File: src/rtl/uart_tx_arbiter_if.sv
// Requester byte handshake plus UART transmit port shared by uart_tx_arbiter and its users.
// The slave modport is the arbiter's view.
interface uart_tx_arbiter_if;
  logic [3:0]  req_valid;
  logic [31:0] req_data;
  logic [3:0]  req_last;
  logic [3:0]  req_ready;
  logic        txrdy;
  logic        tx_wen;
  logic [7:0]  tx_data;
  logic [3:0]  grant;
  logic        busy;

  modport master (
    output req_valid, req_data, req_last, txrdy,
    input  req_ready, tx_wen, tx_data, grant, busy
  );

  modport slave (
    input  req_valid, req_data, req_last, txrdy,
    output req_ready, tx_wen, tx_data, grant, busy
  );
endinterface

File: src/rtl/uart_tx_arbiter.sv
// Four-way round-robin arbiter that feeds whole packets, one byte at a time, into a UART
// transmit register. Each byte costs three cycles: accept, write strobe, hold-off.
module uart_tx_arbiter #(
  parameter int unsigned MAX_PKT      = 16,
  parameter int unsigned IDLE_TIMEOUT = 64
) (
  input logic              clk,
  input logic              reset_n,
  uart_tx_arbiter_if.slave bus
);

  localparam logic [7:0] MaxPkt  = 8'(MAX_PKT);
  localparam logic [7:0] Timeout = 8'(IDLE_TIMEOUT);

  typedef enum logic [1:0] {StIdle, StSend, StStrobe, StHoldoff} state_e;

  state_e      state_q, state_d;
  logic [3:0]  grant_q, grant_d;
  logic [1:0]  gidx_q, gidx_d;
  logic [1:0]  last_q, last_d;
  logic [7:0]  byte_cnt_q, byte_cnt_d;
  logic [7:0]  stall_cnt_q, stall_cnt_d;
  logic        release_q, release_d;
  logic [7:0]  tx_data_q, tx_data_d;
  logic        tx_wen_q, tx_wen_d;

  logic [1:0]  win_idx;
  logic [1:0]  cand;
  logic        found;
  logic [7:0]  byte_inc;
  logic [7:0]  stall_inc;

  // Round-robin search upward from the requester after the last owner.
  always_comb begin
    win_idx = last_q;
    cand    = last_q;
    found   = 1'b0;
    for (int i = 1; i <= 4; i++) begin
      cand = last_q + 2'(i);
      if (!found && bus.req_valid[cand]) begin
        win_idx = cand;
        found   = 1'b1;
      end
    end
  end

  always_ff @(posedge clk) begin
    if (!reset_n) begin
      state_q     <= StIdle;
      grant_q     <= 4'b0000;
      gidx_q      <= 2'd0;
      last_q      <= 2'd3;
      byte_cnt_q  <= 8'd0;
      stall_cnt_q <= 8'd0;
      release_q   <= 1'b0;
      tx_data_q   <= 8'h00;
      tx_wen_q    <= 1'b0;
    end else begin
      state_q     <= state_d;
      grant_q     <= grant_d;
      gidx_q      <= gidx_d;
      last_q      <= last_d;
      byte_cnt_q  <= byte_cnt_d;
      stall_cnt_q <= stall_cnt_d;
      release_q   <= release_d;
      tx_data_q   <= tx_data_d;
      tx_wen_q    <= tx_wen_d;
    end
  end

  assign byte_inc  = (byte_cnt_q == 8'hFF) ? byte_cnt_q : byte_cnt_q + 8'd1;
  assign stall_inc = (stall_cnt_q == 8'hFF) ? stall_cnt_q : stall_cnt_q + 8'd1;

  always_comb begin
    state_d     = state_q;
    grant_d     = grant_q;
    gidx_d      = gidx_q;
    last_d      = last_q;
    byte_cnt_d  = byte_cnt_q;
    stall_cnt_d = stall_cnt_q;
    release_d   = release_q;
    tx_data_d   = tx_data_q;
    tx_wen_d    = 1'b0;
    unique case (state_q)
      StIdle: begin
        if (|bus.req_valid) begin
          grant_d     = 4'b0001 << win_idx;
          gidx_d      = win_idx;
          byte_cnt_d  = 8'd0;
          stall_cnt_d = 8'd0;
          release_d   = 1'b0;
          state_d     = StSend;
        end
      end
      StSend: begin
        if (bus.req_valid[gidx_q] && bus.txrdy) begin
          tx_data_d   = bus.req_data[{gidx_q, 3'b000} +: 8];
          tx_wen_d    = 1'b1;
          stall_cnt_d = 8'd0;
          byte_cnt_d  = byte_inc;
          release_d   = bus.req_last[gidx_q] || (byte_inc >= MaxPkt);
          state_d     = StStrobe;
        end else if (!bus.req_valid[gidx_q]) begin
          // Back-pressure with valid held high never counts as a stall.
          if (stall_inc >= Timeout) begin
            state_d     = StIdle;
            grant_d     = 4'b0000;
            last_d      = gidx_q;
            stall_cnt_d = 8'd0;
          end else begin
            stall_cnt_d = stall_inc;
          end
        end
      end
      StStrobe: state_d = StHoldoff;
      StHoldoff: begin
        if (release_q) begin
          state_d = StIdle;
          grant_d = 4'b0000;
          last_d  = gidx_q;
        end else begin
          state_d = StSend;
        end
      end
      default: state_d = StIdle;
    endcase
  end

  always_comb begin
    bus.req_ready = (state_q == StSend) ? (grant_q & {4{bus.txrdy}}) : 4'b0000;
    bus.busy      = (state_q != StIdle);
    bus.grant     = grant_q;
    bus.tx_wen    = tx_wen_q;
    bus.tx_data   = tx_data_q;
  end

endmodule

File: src/flat_wrapper.sv
// flat-port wrapper written by rule: the top's interface ports become plain ports
module uart_tx_arbiter_flat 
#(
  parameter int unsigned MAX_PKT      = 16,
  parameter int unsigned IDLE_TIMEOUT = 64
)
  (clk, reset_n, bus_req_valid, bus_req_data, bus_req_last, bus_txrdy, bus_req_ready, bus_tx_wen, bus_tx_data, bus_grant, bus_busy);
  uart_tx_arbiter_if bus_i ();
  input logic clk;
  input logic reset_n;
  input wire logic [$bits(bus_i.req_valid)-1:0] bus_req_valid;
  input wire logic [$bits(bus_i.req_data)-1:0] bus_req_data;
  input wire logic [$bits(bus_i.req_last)-1:0] bus_req_last;
  input wire logic [$bits(bus_i.txrdy)-1:0] bus_txrdy;
  output wire logic [$bits(bus_i.req_ready)-1:0] bus_req_ready;
  output wire logic [$bits(bus_i.tx_wen)-1:0] bus_tx_wen;
  output wire logic [$bits(bus_i.tx_data)-1:0] bus_tx_data;
  output wire logic [$bits(bus_i.grant)-1:0] bus_grant;
  output wire logic [$bits(bus_i.busy)-1:0] bus_busy;
  assign bus_i.req_valid = bus_req_valid;
  assign bus_i.req_data = bus_req_data;
  assign bus_i.req_last = bus_req_last;
  assign bus_i.txrdy = bus_txrdy;
  assign bus_req_ready = bus_i.req_ready;
  assign bus_tx_wen = bus_i.tx_wen;
  assign bus_tx_data = bus_i.tx_data;
  assign bus_grant = bus_i.grant;
  assign bus_busy = bus_i.busy;
  uart_tx_arbiter #(.MAX_PKT(MAX_PKT), .IDLE_TIMEOUT(IDLE_TIMEOUT)) u_core (.clk(clk), .reset_n(reset_n), .bus(bus_i));
endmodule
File: config.mk
export PLATFORM = sky130hd
export DESIGN_NAME = uart_tx_arbiter_flat
export DESIGN_NICKNAME = d
export VERILOG_FILES = /design/src/rtl/uart_tx_arbiter_if.sv /design/src/rtl/uart_tx_arbiter.sv /design/src/flat_wrapper.sv
export SDC_FILE = /design/constraint.sdc
export NUM_CORES = 1
export LEC_CHECK = 0
export CORE_MARGIN = 3
export CORE_UTILIZATION = 50
export CTS_CLUSTER_SIZE = 16
export DETAILED_ROUTE_END_ITERATION = 7
export PLACE_DENSITY = 0.93
export SLEW_MARGIN = 30
export SYNTH_ARGS = -nofsm -noshare
export SYNTH_HDL_FRONTEND = slang
export SYNTH_SLANG_ARGS = --single-unit
File: constraint.sdc
create_clock -name clk -period 6.7 [get_ports clk]
set_input_delay 2.01 -clock clk [delete_from_list [all_inputs] [get_ports clk]]
set_output_delay 2.01 -clock clk [all_outputs]
set_load 0.05 [all_outputs]
==> run metrics, run 1 <==
CTS tree=built; Cell Pwr Density=201 nW/µm²; Post-Syn Area=1980 µm²; Slew HR=43.3%; Final ANT Viol Nets=0; slowest cell on the critical path=clkdlybuf4s50_1; share of layout cells above drive strength 1=7.83%; Hold Buf Count CTS=0; setup bufs post-CTS=0; WL per Instance=14.3 µm; Area Overhead vs Synth=37.5%; largest net degree at the start of global routing=28; minimum clock period=5.81 ns; WP buf/inv=2; async set or reset register ratio after synthesis=0%; first-pass GRT wire length=7.42 mm; Fin. Hold Viols=0; hold endpoint=u_core.bus.tx_data[0]$_SDFFE_PN0P_; synth unique cells=41; yosys warns=0; Final #Nets=325; grt ovf=0; Residual DRC=0; Die H=68.9 µm; Cell Count, Final, Fillers Out=329; initial drt markers=118; RSZ-0062 raised after global routing=false; die area=4740 µm²; main flop type after synthesis=dfxtp_1; total length of routed wires=4.71 mm; Top Ports=61; Max clock buf depth=2; Critical Path Start Type=primary input; Worst EP arrival=3.80 ns; critical path, cell by cell=clkdlybuf4s50_1 -> and3b_1 -> and2_1 -> clkdlybuf4s50_1; FF+latch count, synth=36; Max-Cap Viols=0; initial antenna violation count=0; Worst-Margin Slew=0.843 ns; clock transition at the registers of the reported paths=0.07 ns; CP required=4.69 ns; EDFF count, synth=0; syn_area_per_cell=8.95 µm²; reg-to-reg slack, setup=4.01 ns; vias in the first global route=1722; Total Neg Setup Slack=0 ns; routed vias=1823; Root Driver=clkbuf_8; worst-path maximum fanout=8; Final Slew Violations=0; Hold WC Path Type=reg -> reg; Hold Startpoint=u_core.bus.tx_data[0]$_SDFFE_PN0P_; utilization after layout=72.6%; Initial Util=52.8%; post-synthesis net count=266; RePlAce Congestion=0.846; Leak=1.00 nW; gr usage total=21.2%; largest stage delay on the critical path=0.80 ns; port bufs=60; R2R depth=4; # diodes=0; Inserted Clock Buffers=5; core footprint=3740 µm²; Mapped Cells=221; total power draw=0.546 mW; Via density=5.54; Critical R2R Capture=u_core.stall_cnt_q[5]$_SDFFE_PN0P_; FF-to-FF Start=u_core.gidx_q[0]$_SDFFE_PN0P_; dpl cells=321; CP endpoint kind=primary output; Setup CP Type=in -> out; Die Width=68.9 µm; max frequency=172 MHz; Num Clock Sinks=36; Layout Skew=0.0122 ns; Most common cell on crit path=clkdlybuf4s50_1; HPWL Detailed=3.56 mm; Top delay family on crit path=buffers and inverters; post-synthesis sequential area ratio=36.5%; maximum vdd drop=0.000121 V; setup violators final=0; depth of the CTS H-tree=2; DR pass1 iterations=4; FP Rows=22; period utilization=86.8%; clk_lat worst skew=0.30 ns; status=complete, no violations; hold path depth=2; placed cell area=2610 µm²; final instance area=2720 µm²; post_cts resized=0
-- flip-flops by register name, indices dropped and copies added (netlist names), named ones only --
name	cells
u_core.state_q	1
u_core.release_q	1
u_core.gidx_q	2
u_core.byte_cnt_q	8
u_core.bus.grant	4
u_core.bus.tx_wen	1
u_core.stall_cnt_q	8
u_core.last_q	2
u_core.bus.tx_data	8
-- power breakdown --
group          total [mW]  leakage [nW]  internal, mW  switching, mW
logic               0.119         0.656        0.0611         0.0583
registers           0.235         0.292         0.222         0.0123
clock network       0.192        0.0541         0.110         0.0816
total               0.546          1.00         0.393          0.152
-- logic make-up after synthesis --
family / share of synthesized area (%)
buffers and inverters: 2.34
AO/OA/AOI/OAI: 15.6
adder cells (fa/ha/maj): 1.27
XOR/XNOR: 3.99
AND/OR/NAND/NOR: 25.4
multiplexers: 14.9
flip-flops: 36.5
-- tightest hold or removal path, stage by stage, from the launching register on --
cell      delay (ns)
dfxtp_1         0.31
nand2_1         0.04
a21boi_0        0.06
-- stage by stage --
step,setup WS [ns],hold slack [ns]
global route,0.794,0.501
CTS,0.853,0.472
global placement,0.876,0.452
floorplan,1.92,0.459
finish,0.887,0.468
detailed placement,0.856,0.464
-- cells in the mapped netlist, drive strengths merged (6+ instances only) --
master	instances	area, µm²
dfxtp	36	721
nand2	31	116
nor2	23	86.3
nor2b	11	68.8
a21boi	10	75.1
mux4	10	225
o21ai	10	50.0
a21oi	8	40.0
clkbuf	7	26.3
mux2i	7	70.1
nand3	6	30.0
xnor2	6	52.6
-- routing by layer --
metal  GRT usage (%)  wire, µm
met5               0         0
met1            22.7      1810
met2            38.1      2460
met3            8.43       376
met4            6.57        60
-- worst max-delay path by stage --
stage	from	slack, ns	cells after the start	end
final	bus_txrdy	0.89	4	bus_req_ready[1]
after global routing	bus_txrdy	0.79	4	bus_req_ready[2]
after CTS	bus_txrdy	0.85	4	bus_req_ready[1]
after detailed placement	bus_txrdy	0.86	4	bus_req_ready[1]
after global placement	bus_txrdy	0.88	4	bus_req_ready[3]
after floorplan	bus_txrdy	1.92	3	bus_req_ready[0]
-- layout by cell type, fill, tap and decap left out, types with 3 or more instances in the layout --
| cell type | count |
|---|---|
| mux4_2 | 10 |
| a21oi_1 | 8 |
| nand3_1 | 6 |
| nor3_1 | 4 |
| a21boi_0 | 10 |
| o21ai_0 | 9 |
| xnor2_1 | 6 |
| nand2_1 | 31 |
| nand2b_1 | 4 |
| clkbuf_8 | 5 |
| nor2_1 | 23 |
| dfxtp_1 | 36 |
| and3_1 | 5 |
| a21o_1 | 3 |
| a22o_1 | 3 |
| clkdlybuf4s50_1 | 60 |
| nor2b_1 | 11 |
| and2_1 | 5 |
| inv_1 | 4 |
| mux2i_1 | 7 |
| xor2_1 | 3 |
-- layout make-up --
cell class / count / area, µm²
Clock buffer: 5 / 68.8
Clock inverter: 3 / 42.5
Fill cell: 290 / 1030
Inverter: 4 / 15.0
Multi-Input combinational cell: 173 / 1210
Sequential cell: 36 / 721
Tap cell: 48 / 60.1
Timing Repair Buffer: 60 / 601
Note: power is estimated with default switching activity, not from simulation.
==> run 2: changes to the inputs <==
- HOLD_SLACK_MARGIN: default -> 0.06
==> results of run 2 <==
Final layout, timing and power as in run 1 (identical DEF).
==> run 3: changes to the inputs <==
- CORE_UTILIZATION: 50 -> 52
- CTS_BUF_LIST: default -> sky130_fd_sc_hd__clkbuf_8
- PLACE_DENSITY: 0.93 -> 0.95
==> run 3 against run 2 <==
  * Non-clock buffer count is the same
  * Sequential power is essentially flat
  * First-iteration DRC count shrank 14%
  * Power shrank 4.6%
  * Utilization grew 4.7 points
  * Register-to-register slack gained 0.02 ns
  * Setup slack lost 0.032 ns
  * Largest power group unchanged
  * Highest routed layer unchanged
==> run metrics, run 3 (same netlist as run 1, synthesis figures left out) <==
status=complete, no violations; Top Ports=61; Area Overhead vs Synth=36.6%; Final ANT Viol Nets=0; vias in the first global route=1921; Top delay family on crit path=buffers and inverters; share of layout cells above drive strength 1=7.50%; setup violators final=0; Inserted Clock Buffers=5; minimum clock period=5.84 ns; RePlAce Congestion=0.799; CP startpoint=bus_txrdy; initial drt markers=101; Levels on crit path=4; # fillers=226; Layout Skew=0.00749 ns; total length of routed wires=5.13 mm; Die Width=67.7 µm; clock transition at the registers of the reported paths=0.07 ns; maximum vdd drop=0.000119 V; CP endpoint kind=primary output; Worst EP arrival=3.83 ns; Num Clock Sinks=36; Worst-Margin Slew=0.934 ns; max frequency=171 MHz; HPWL Detailed=3.80 mm; Critical Path Start Type=primary input; most frequent cells in the layout=60 x clkdlybuf4s50_1, 36 x dfxtp_1, 31 x nand2_1, 23 x nor2_1, 11 x nor2b_1; initial antenna violation count=0; most common cell after layout, fill and taps aside=clkdlybuf4s50_1; setup bufs post-CTS=0; Initial Util=56.6%; CTS tree=built; Root Driver=clkbuf_8; Final Slew Violations=0; Hold WC Path Type=reg -> reg; Residual DRC=0; post_cts resized=0; core footprint=3490 µm²; CP required=4.69 ns; port bufs=60; largest stage delay on the critical path=0.80 ns; Via density=5.76; Setup CP Type=in -> out; Hold Startpoint=u_core.bus.tx_data[5]$_SDFFE_PN0P_; Most common cell on crit path=clkdlybuf4s50_1; Slew HR=37.1%; R2R depth=4; WP buf/inv=2; Register Area=721 µm²; Final #Nets=325; period utilization=87.2%; Max-Cap Viols=0; slowest cell on the critical path=clkdlybuf4s50_1; largest net degree at the start of global routing=28; FF-to-FF Start=u_core.gidx_q[0]$_SDFFE_PN0P_; RSZ-0062 raised after global routing=false; hold path depth=2; dpl cells=319; first-pass GRT wire length=8.67 mm; worst-path maximum fanout=8; Total Neg Setup Slack=0 ns; gr usage total=25.3%; depth of the CTS H-tree=2; footprint of the multi-input gates=1210 µm²; Die H=67.7 µm; Fin. Hold Viols=0; FP Rows=21; Leak=0.998 nW; # diodes=0; WL per Instance=15.7 µm; DR pass1 iterations=4; die area=4580 µm²; Hold Buf Count CTS=0; critical path, cell by cell=clkdlybuf4s50_1 -> and3b_1 -> and2_1 -> clkdlybuf4s50_1; grt ovf=0; routed vias=1878; Max clock buf depth=2; clk_lat worst skew=0.29 ns; Cell Count, Final, Fillers Out=326; Cell Pwr Density=193 nW/µm²
==> run 3: path summary, 6_finish.rpt <==
| kind | end | slack (ns) |
|---|---|---|
| min reg2reg | u_core.bus.tx_data[5]$_SDFFE_PN0P_ | 0.47 |
| max reg2reg | u_core.stall_cnt_q[4]$_SDFFE_PN0P_ | 4.03 |
| min | u_core.bus.tx_data[5]$_SDFFE_PN0P_ | 0.47 |
| max | bus_req_ready[3] | 0.86 |
==> run 3: report_power, final <==
group	switching (mW)	leakage [nW]	internal, mW
Combinational	0.0608	0.656	0.0610
Clock	0.0727	0.0503	0.0915
Sequential	0.0121	0.292	0.222
Total	0.146	0.998	0.375
==> run 3: area by class of cell <==
cell class / instances / area share (%)
inverter: 4 / 0.556
multi-input combinational: 173 / 44.8
sequential: 36 / 26.7
timing repair buffer: 60 / 22.2
tap: 46 / 2.13
clock buffer: 7 / 3.57
==> run 3: metal layers <==
layer,up-vias,part of all wire (%),GRT usage (%)
li1,907,-,-
met1,882,41,29.4
met2,81,51,44.0
met3,8,7.2,7.65
met4,0,1.2,8.35
met5,-,0,0
==> run 3: worst reg2reg max path: stages, from the launching register on <==
cell,delay (ns)
dfxtp_1,0.79
mux4_2,0.71
a221o_2,0.46
a22oi_1,0.48
nor2_1,0.10
==> run 3: through the flow <==
step                worst slack [ns]  power [mW]  utilization, %  instance area [µm²]  hold slack, ns
global placement               0.903       0.356            74.5                 2600           0.453
floorplan                       1.92       0.311               -                 1980           0.459
detailed placement             0.871       0.360            74.5                 2600           0.464
global route                   0.800       0.545            77.3                 2700           0.506
CTS                            0.864       0.524            77.3                 2700           0.471
finish                         0.855       0.521            77.3                 2700           0.468
